File: src/rtl/accel_spi_reader.sv
// Periodic SPI mode-3 master reading one 16-bit accelerometer sample per SAMPLE_PERIOD.
// Optional feature macro: ACCEL_OFFSET_EN (subtract OFFSET with saturation).
module accel_spi_reader #(
  parameter int unsigned        STATE_BITS    = 16,
  parameter int unsigned        CLK_DIV       = 4,
  parameter int unsigned        SAMPLE_PERIOD = 1000,
  parameter logic [5:0]         REG_ADDR      = 6'h32,
  parameter logic signed [15:0] OFFSET        = 16'sh0000
) (
  input  logic                         clk,
  input  logic                         rst,
  output logic                         spi_cs_n,
  output logic                         spi_sclk,
  output logic                         spi_mosi,
  input  logic                         spi_miso,
  output logic signed [STATE_BITS-1:0] z_out,
  output logic                         z_valid,
  output logic                         busy
);

  localparam int unsigned TW = (SAMPLE_PERIOD > 1) ? $clog2(SAMPLE_PERIOD) : 1;
  localparam int unsigned DW = $clog2(CLK_DIV);
  localparam logic [TW-1:0] T_LAST = TW'(SAMPLE_PERIOD - 1);
  localparam logic [DW-1:0] D_LAST = DW'(CLK_DIV - 1);

  typedef enum logic [1:0] {IDLE, SHIFT, HOLD} state_t;

  state_t                  state_q, state_d;
  logic [TW-1:0]           timer_q, timer_d;
  logic [DW-1:0]           div_q, div_d;
  logic [5:0]              half_q, half_d;
  logic [7:0]              cmd_q, cmd_d;
  logic [15:0]             rx_q, rx_d;
  logic                    cs_n_q, cs_n_d;
  logic                    sclk_q, sclk_d;
  logic                    mosi_q, mosi_d;
  logic [STATE_BITS-1:0]   z_q, z_d;
  logic                    valid_q, valid_d;
  logic                    busy_q, busy_d;

  logic [5:0]              half_nxt;
  logic [15:0]             raw;
  logic [STATE_BITS-1:0]   sample;

  // Low byte arrives first, so it sits in the upper half of the shift register.
  assign raw = {rx_q[7:0], rx_q[15:8]};

`ifdef ACCEL_OFFSET_EN
  logic [16:0] diff;
  always_comb begin
    diff = {raw[15], raw} - {OFFSET[15], OFFSET};
    if (diff[16] != diff[15]) begin
      sample = diff[16] ? 16'h8000 : 16'h7FFF;
    end else begin
      sample = diff[15:0];
    end
  end
`else
  logic unused_offset;
  assign unused_offset = ^OFFSET;
  assign sample        = raw;
`endif

  // half_q counts SCLK half-periods since CS fell: odd indices are falling
  // edges (MOSI update), even indices 2..48 are rising edges (MISO sample).
  always_comb begin
    state_d  = state_q;
    timer_d  = (timer_q == T_LAST) ? '0 : timer_q + 1'b1;
    div_d    = div_q;
    half_d   = half_q;
    cmd_d    = cmd_q;
    rx_d     = rx_q;
    cs_n_d   = cs_n_q;
    sclk_d   = sclk_q;
    mosi_d   = mosi_q;
    z_d      = z_q;
    valid_d  = 1'b0;
    busy_d   = busy_q;
    half_nxt = half_q + 6'd1;

    case (state_q)
      IDLE: begin
        if (timer_q == T_LAST) begin
          state_d = SHIFT;
          cs_n_d  = 1'b0;
          busy_d  = 1'b1;
          div_d   = '0;
          half_d  = '0;
          cmd_d   = {2'b11, REG_ADDR};
        end
      end
      SHIFT, HOLD: begin
        if (div_q == D_LAST) begin
          div_d  = '0;
          half_d = half_nxt;
          if (half_nxt <= 6'd48) begin
            if (!half_q[0]) begin
              sclk_d = 1'b0;
              mosi_d = (half_q < 6'd16) ? cmd_q[7] : 1'b0;
              cmd_d  = {cmd_q[6:0], 1'b0};
            end else begin
              sclk_d = 1'b1;
              if (half_q >= 6'd17) begin
                rx_d = {rx_q[14:0], spi_miso};
              end
            end
          end
          if (half_nxt == 6'd49) begin
            state_d = HOLD;
          end
          if (half_nxt == 6'd50) begin
            state_d = IDLE;
            cs_n_d  = 1'b1;
            busy_d  = 1'b0;
            valid_d = 1'b1;
            z_d     = sample;
          end
        end else begin
          div_d = div_q + 1'b1;
        end
      end
      default: begin
        state_d = IDLE;
        cs_n_d  = 1'b1;
        sclk_d  = 1'b1;
        mosi_d  = 1'b0;
        busy_d  = 1'b0;
      end
    endcase
  end

  always_ff @(posedge clk or posedge rst) begin
    if (rst) begin
      state_q <= IDLE;
      timer_q <= '0;
      div_q   <= '0;
      half_q  <= '0;
      cmd_q   <= '0;
      rx_q    <= '0;
      cs_n_q  <= 1'b1;
      sclk_q  <= 1'b1;
      mosi_q  <= 1'b0;
      z_q     <= '0;
      valid_q <= 1'b0;
      busy_q  <= 1'b0;
    end else begin
      state_q <= state_d;
      timer_q <= timer_d;
      div_q   <= div_d;
      half_q  <= half_d;
      cmd_q   <= cmd_d;
      rx_q    <= rx_d;
      cs_n_q  <= cs_n_d;
      sclk_q  <= sclk_d;
      mosi_q  <= mosi_d;
      z_q     <= z_d;
      valid_q <= valid_d;
      busy_q  <= busy_d;
    end
  end

  assign spi_cs_n = cs_n_q;
  assign spi_sclk = sclk_q;
  assign spi_mosi = mosi_q;
  assign z_out    = z_q;
  assign z_valid  = valid_q;
  assign busy     = busy_q;

endmodule
File: config.mk
export PLATFORM = sky130hd
export DESIGN_NAME = accel_spi_reader
export DESIGN_NICKNAME = d
export VERILOG_FILES = /design/src/rtl/accel_spi_reader.sv
export SDC_FILE = /design/constraint.sdc
export NUM_CORES = 1
export LEC_CHECK = 0
export CAP_MARGIN = 20
export CORE_UTILIZATION = 50
export DETAILED_ROUTE_END_ITERATION = 8
export PLACE_DENSITY_LB_ADDON = 0.3
export SLEW_MARGIN = 10
export SYNTH_ARGS = -nofsm -noshare
export SYNTH_HDL_FRONTEND = slang
export SYNTH_SLANG_ARGS = --single-unit
export TNS_END_PERCENT = 5
File: constraint.sdc
create_clock -name clk -period 6.3 [get_ports clk]
set_input_delay 0.63 -clock clk [delete_from_list [all_inputs] [get_ports clk]]
set_output_delay 0.63 -clock clk [all_outputs]
set_load 0.005 [all_outputs]
==> reports/metrics.csv, run 1 <==
metric,value,unit
crit path kind,reg2reg,
Crit Path Max Fanout,16,
CP Capture Type,flop,
final setup fails,0,
"Hold Vio Cnt, Final",0,
Die W,81.10,µm
synth top area cells,"dfrtp_1 50%, mux2_4 4.8%, mux2_2 4.3%",
met1 Usage GRT,0.2823,
sequential share of the synthesized area,0.5128,
Syn Area/Cell,11.59,µm²
met3 Usage GRT,0.05955,
vias in the first global route,2134,
Synth top area share,0.4960,
core footprint,5991,µm²
CTS Buffer Depth,2,
leak pwr,1.570,nW
Setup Total Neg Slack,0,ns
Port Buf Inserts,23,
grt total ovfl,0,
Syn. warnings,0,
"Req. time, crit path",6.52,ns
HP Class,reg2reg,
top-count cell post-synth,dfrtp_1,
Setup Buffers After CTS,0,
Post-DP HPWL,3.816,mm
Max Slew Vio Count,0,
DRC,0,
Synth top cells by count,"62 x dfrtp_1, 21 x nand2_1, 17 x nor2_1",
Area growth syn-to-layout,13.24,%
DR iter-0 viols,207,
H-tree depth,3,
power per cell area,205.5,nW/µm²
Netlist cell types,59,
final clock skew,0.007228,ns
GR Util All Layers,0.2077,
crit start category,flop,
Slew Limit Headroom,0.4315,
post-cts resize count,0,
DP Worst Slack,3.410,ns
first-pass GRT wire length,10.07,mm
CTS tree,built,
synthesized flop and latch total,64,
num rows,28,
fmax,0.3411,GHz
Final Worst Setup Slack,3.369,ns
CTS hold repair buffers,0,
Vias/cell,5.732,
Diodes inserted,0,
Most used DFF post-synth,dfrtp_1,
met2 Resource Use GR,0.2958,
worst vdd ir,0.0001015,V
min Tclk post-route,2.931,ns
fillcell total,484,
post-DR wirelength/cell,15.46,µm
root buf cell,clkbuf_8,
Worst Max-Slew Pin Slew,0.8527,ns
status,finished clean,
I/O Pins,24,
CTS Buf Count,9,
fin crit share,0.4653,
die footprint,6576,µm²
Max Cap Viol,0,
Starting Density,0.5221,
largest net degree at the start of global routing,65,
initial antenna violation count,0,
Mapped Cells,270,
"EDFF count, synth",0,
mapped cell area,3128,µm²
Antenna Nets Post-Route,0,
WL final,5.765,mm
Pwr Total,0.7278,mW
Die Y,81.10,µm
Yosys top cell by area,dfrtp_1,
Layout Nets,304,
routability cong.,0.9034,
Mapped Nets,281,
DR pass1 iterations,4,
clock transition at the registers of the reported paths,0.07,ns
asr flop ratio synth,1.000,
Most Crowded Layer GR,met2,
share of cells above drive strength 1,0.1644,
Worst Path Arrival,3.15,ns
CTS sink cnt,64,
via count,2138,
RSZ-0062 raised after global routing,no,
Clock Latency Late Sink,0.33,ns
-- sequential cells by signal (all words and copies together) (netlist names) --
signal and count:
rx_q 16, z_out 16, timer_q 10, cmd_q 7, half_q 6, div_q 2
state_q 2, busy 1, spi_cs_n 1, spi_mosi 1, spi_sclk 1, z_valid 1
-- final timing paths --
check / slack [ns] / depth (start not counted) / to / startpoint
max in group asynchronous: 4.95 / 3 / z_out[4]$_DFFE_PP0P_ / rst
worst min register to register: 0.49 / 1 / z_out[2]$_DFFE_PP0P_ / z_out[2]$_DFFE_PP0P_
min in group asynchronous: 0.84 / 3 / z_out[11]$_DFFE_PP0P_ / rst
worst max register to register: 3.37 / 6 / rx_q[11]$_DFFE_PP0P_ / half_q[0]$_DFFE_PP0P_
worst max-delay path: 3.37 / 6 / rx_q[11]$_DFFE_PP0P_ / half_q[0]$_DFFE_PP0P_
worst min-delay path: 0.49 / 1 / z_out[2]$_DFFE_PP0P_ / z_out[2]$_DFFE_PP0P_
-- stage by stage --
| step | std cells | utilization | cell area (µm²) | hold WS (ns) |
|---|---|---|---|---|
| after global routing | 373 | 0.5913 | 3542 | 0.5060 |
| after floorplan | 270 | - | 3128 | 0.4449 |
| after global placement | 357 | 0.5622 | 3368 | 0.4689 |
| final | 373 | 0.5913 | 3542 | 0.4859 |
| after detailed placement | 357 | 0.5622 | 3368 | 0.4711 |
| after CTS | 373 | 0.5913 | 3542 | 0.4869 |
-- layer usage --
| metal | up-vias | share of wire |
|---|---|---|
| met2 | 50 | 0.46 |
| met4 | 0 | 0.018 |
| li1 | 1031 | - |
| met3 | 7 | 0.051 |
| met1 | 1050 | 0.47 |
| met5 | - | 0 |
-- critical path, stage by stage (launching register included) --
cell and delay [ns]:
dfrtp_1 0.59, ha_1 0.34, or3b_1 0.17, o32ai_2 0.10
nor3_4 0.27, or4b_1 0.87, mux2_1 0.47
-- cells by family (layout without fill, tap and decap cells) --
family | after synthesis | after routing | share of synthesized area
AO/OA/AOI/OAI | 58 | 58 | 0.1352
XOR/XNOR | 6 | 6 | 0.01680
adder cells (fa/ha/maj) | 8 | 8 | 0.03200
buffers and inverters | 25 | 53 | 0.04480
flip-flops | 64 | 64 | 0.5128
multiplexers | 33 | 33 | 0.1304
AND/OR/NAND/NOR | 76 | 76 | 0.1280
-- cell usage in the layout, fill, tap and decap left out, drive strengths merged, types with 3 or more instances in the layout --
cell           Yosys  layout
xnor2              3       3
nand2             21      21
a21oi             10      10
mux2              32      32
xor2               3       3
o32a               5       5
or3                6       6
nand3             11      11
dfrtp             62      62
clkbuf             4      11
nand2b             3       3
ha                 8       8
nor2              18      18
clkinvlp           0       3
nor3               5       5
o31ai              3       3
clkdlybuf4s50      0      23
o21ai             14      14
inv               13      13
o221ai             3       3
-- layout make-up --
class                   instances  area (µm²)  area share
clock buffers                  11       141.4     0.03992
clock inverters                 5       32.53    0.009184
inverters                      13       48.80     0.01378
multi-input cells             181        1384      0.3907
flip-flops and latches         64        1604      0.4528
well taps                      75       93.84     0.02649
repair buffers                 24       237.7     0.06711
-- power by group --
group	internal (mW)	switching, mW
combinational	0.00198	0.00784
clock	0.152	0.155
sequential	0.411	0.000280
Note: power is estimated with default switching activity, not from simulation.
==> run 2, diff against run 1 <==
==> constraint.sdc (replaced) <==
create_clock -name clk -period 2.7 [get_ports clk]
set_input_delay 0.27 -clock clk [delete_from_list [all_inputs] [get_ports clk]]
set_output_delay 0.27 -clock clk [all_outputs]
set_load 0.005 [all_outputs]
==> run 2 against run 1 <==
Compared with the run above: via count up 4.0%; power rose by 140%; clock-buffer cell count up 2; register-to-register slack got worse by 3.1 ns; setup slack lost 3.1 ns; flip-flop and latch count is the same; sequential share of layout area decreased by 1.4 points; critical path depth grew 1; non-clock buffer count up 11; final area grew 3.2%; global-route usage shrank 0.33 points; hold slack got worse by 0.16 ns.
==> reports/metrics.csv, run 2 (same netlist as run 1, synthesis figures left out) <==
metric,value,unit,change
leak pwr,1.647,nW,+4.9%
wire length on met3,330,µm,+13%
grt total ovfl,0,,unchanged
r2r endpoint,rx_q[11]$_DFFE_PP0P_,,
Clock Latency Late Sink,0.33,ns,about the same
DR pass1 iterations,4,,unchanged
GR Util All Layers,0.2044,,-0.003285
H-tree depth,3,,unchanged
Vias/cell,5.792,,+1.0%
die footprint,6576,µm²,unchanged
Crit Path Max Fanout,16,,unchanged
register area,1604,µm²,unchanged
"Hold Vio Cnt, Final",0,,unchanged
CTS Buf Count,9,,unchanged
Layout Nets,315,,+3.6%
num rows,28,,unchanged
"most common cell after layout, fill and taps aside",dfrtp_1,,
min Tclk post-route,2.456,ns,-0.4758 ns
Area growth syn-to-layout,16.88,%,
worst vdd ir,0.0003348,V,+230%
core footprint,5991,µm²,unchanged
final setup fails,0,,unchanged
RSZ-0062 raised after global routing,no,,
cell chain of the critical path,ha_1 -> or3b_1 -> o32ai_2 -> nor3_4 -> or4b_1 -> buf_4 -> mux2_1,,
Antenna Nets Post-Route,0,,unchanged
fin crit share,0.9095,,+0.4442
r2r startpoint,half_q[1]$_DFFE_PP0P_,,
CTS hold repair buffers,0,,unchanged
Setup Total Neg Slack,0,ns,unchanged
wire length on met2,2.841,mm,+6.7%
crit path max-delay cell type,dfrtp_1,,
CTS tree,built,,
CTS Buffer Depth,2,,unchanged
Die W,81.10,µm,unchanged
DRC,0,,unchanged
CTS sink cnt,64,,unchanged
fmax,0.4072,GHz,+19%
HP Class,in2async,,
crit-path max cell delay,0.49,ns,-0.38 ns
"Req. time, crit path",2.91,ns,-3.61 ns
Max Cap Viol,0,,unchanged
Worst Path Arrival,2.66,ns,-0.49 ns
final core occ,0.6103,,+0.01901
share of cells above drive strength 1,0.1877,,+0.02327
post-DR wirelength/cell,15.67,µm,+1.4%
Max Slew Vio Count,0,,unchanged
post-cts resize count,0,,unchanged
status,finished clean,,
multi-input logic area,1384,µm²,unchanged
Metal-1 WL,2.762,mm,+2.1%
Slew Limit Headroom,0.5586,,+0.1271
power per cell area,487.2,nW/µm²,+140%
clock transition at the registers of the reported paths,0.07,ns,about the same
r2r setup slk,0.24,ns,-3.12 ns
fillcell total,494,,+2.1%
final clock skew,0.007892,ns,+0.0006644 ns
DP Worst Slack,0.2890,ns,-3.121 ns
initial antenna violation count,0,,unchanged
placed cell count,368,,+3.1%
Worst Max-Slew Pin Slew,0.6552,ns,-0.1976 ns
Setup Buffers After CTS,0,,unchanged
Die Y,81.10,µm,unchanged
first-pass GRT wire length,10.01,mm,-0.56%
vias in the first global route,2121,,-0.61%
Port Buf Inserts,23,,unchanged
Diodes inserted,0,,unchanged
largest net degree at the start of global routing,65,,unchanged
crit start category,flop,,
CP Capture Type,flop,,
crit path kind,reg2reg,,
Starting Density,0.5221,,unchanged
most frequent cells in the layout,"62 x dfrtp_1, 23 x clkdlybuf4s50_1, 21 x nand2_1",,
Final Worst Setup Slack,0.2444,ns,-3.124 ns
Max Used Layer,met4,,
WL final,6.018,mm,+4.4%
Worst Reg-to-Reg Cells,7,,+1
root buf cell,clkbuf_8,,
I/O Pins,24,,unchanged
Post-DP HPWL,4.125,mm,+8.1%
fin cells,384,,+2.9%
routability cong.,0.9359,,+3.6%
DR iter-0 viols,169,,-18%
via count,2224,,+4.0%
run 2: changes by cell type in the layout (fill, tap and decap cells not counted):
| cell | previous run | this run |
|---|---|---|
| bufinv_16 | 0 | 1 |
| clkbuf_1 | 1 | 3 |
| clkinv_2 | 2 | 1 |
| clkinv_4 | 0 | 1 |
| buf_4 | 1 | 11 |
| clkinvlp_4 | 3 | 0 |
| buf_12 | 0 | 1 |
run 2: area by class of cell:
type	instances	share of cell area
multi-input cells	181	0.3785
repair buffers	35	0.09103
flip-flops and latches	64	0.4387
clock buffers	13	0.04073
well taps	75	0.02567
clock inverters	3	0.01198
inverters	13	0.01335
run 2: critical path: cells and delay by family, from the launching register on:
kind                       cells  cell delay, ns
AOI/OAI and AO/OA              1            0.10
DFF                            1            0.49
muxes                          1            0.34
buffers and inverters          1            0.23
and+or+nand+nor                3            0.84
adders and majority gates      1            0.33
run 2: power by group:
| group | internal [mW] | switching [mW] | total, mW | leakage (nW) |
|---|---|---|---|---|
| Clock | 0.453 | 0.343 | 0.796 | 0.0976 |
| Sequential | 0.960 | 0.000594 | 0.960 | 0.870 |
| Combinational | 0.00676 | 0.0188 | 0.0256 | 0.679 |
| Total | 1.42 | 0.362 | 1.78 | 1.65 |
run 2: stage by stage:
stage | total power, mW | area [µm²] | hold slack (ns)
after CTS | 1.801 | 3656 | 0.3281
final | 1.781 | 3656 | 0.3228
after floorplan | 0.9930 | 3128 | 0.4185
after global routing | 1.839 | 3656 | 0.3625
after detailed placement | 1.005 | 3463 | 0.4740
after global placement | 1.005 | 3463 | 0.4688
run 2: routing by layer:
layer	track usage	up-vias
li1	-	1049
met1	0.2632	1094
met2	0.3261	73
met3	0.06180	8
met4	0.07321	0
met5	0	-
run 2: worst max path at each step:
stage                                from              endpoint  slack (ns)  cells after the start
floorplan           half_q[0]$_DFFE_PP0P_   rx_q[0]$_DFFE_PP0P_        0.45                      8
global placement    half_q[1]$_DFFE_PP0P_  rx_q[13]$_DFFE_PP0P_        0.37                      7
detailed placement  half_q[1]$_DFFE_PP0P_  rx_q[11]$_DFFE_PP0P_        0.29                      7
CTS                 half_q[1]$_DFFE_PP0P_  rx_q[11]$_DFFE_PP0P_        0.25                      7
global route        half_q[1]$_DFFE_PP0P_  rx_q[11]$_DFFE_PP0P_        0.10                      7
finish              half_q[1]$_DFFE_PP0P_  rx_q[11]$_DFFE_PP0P_        0.24                      7
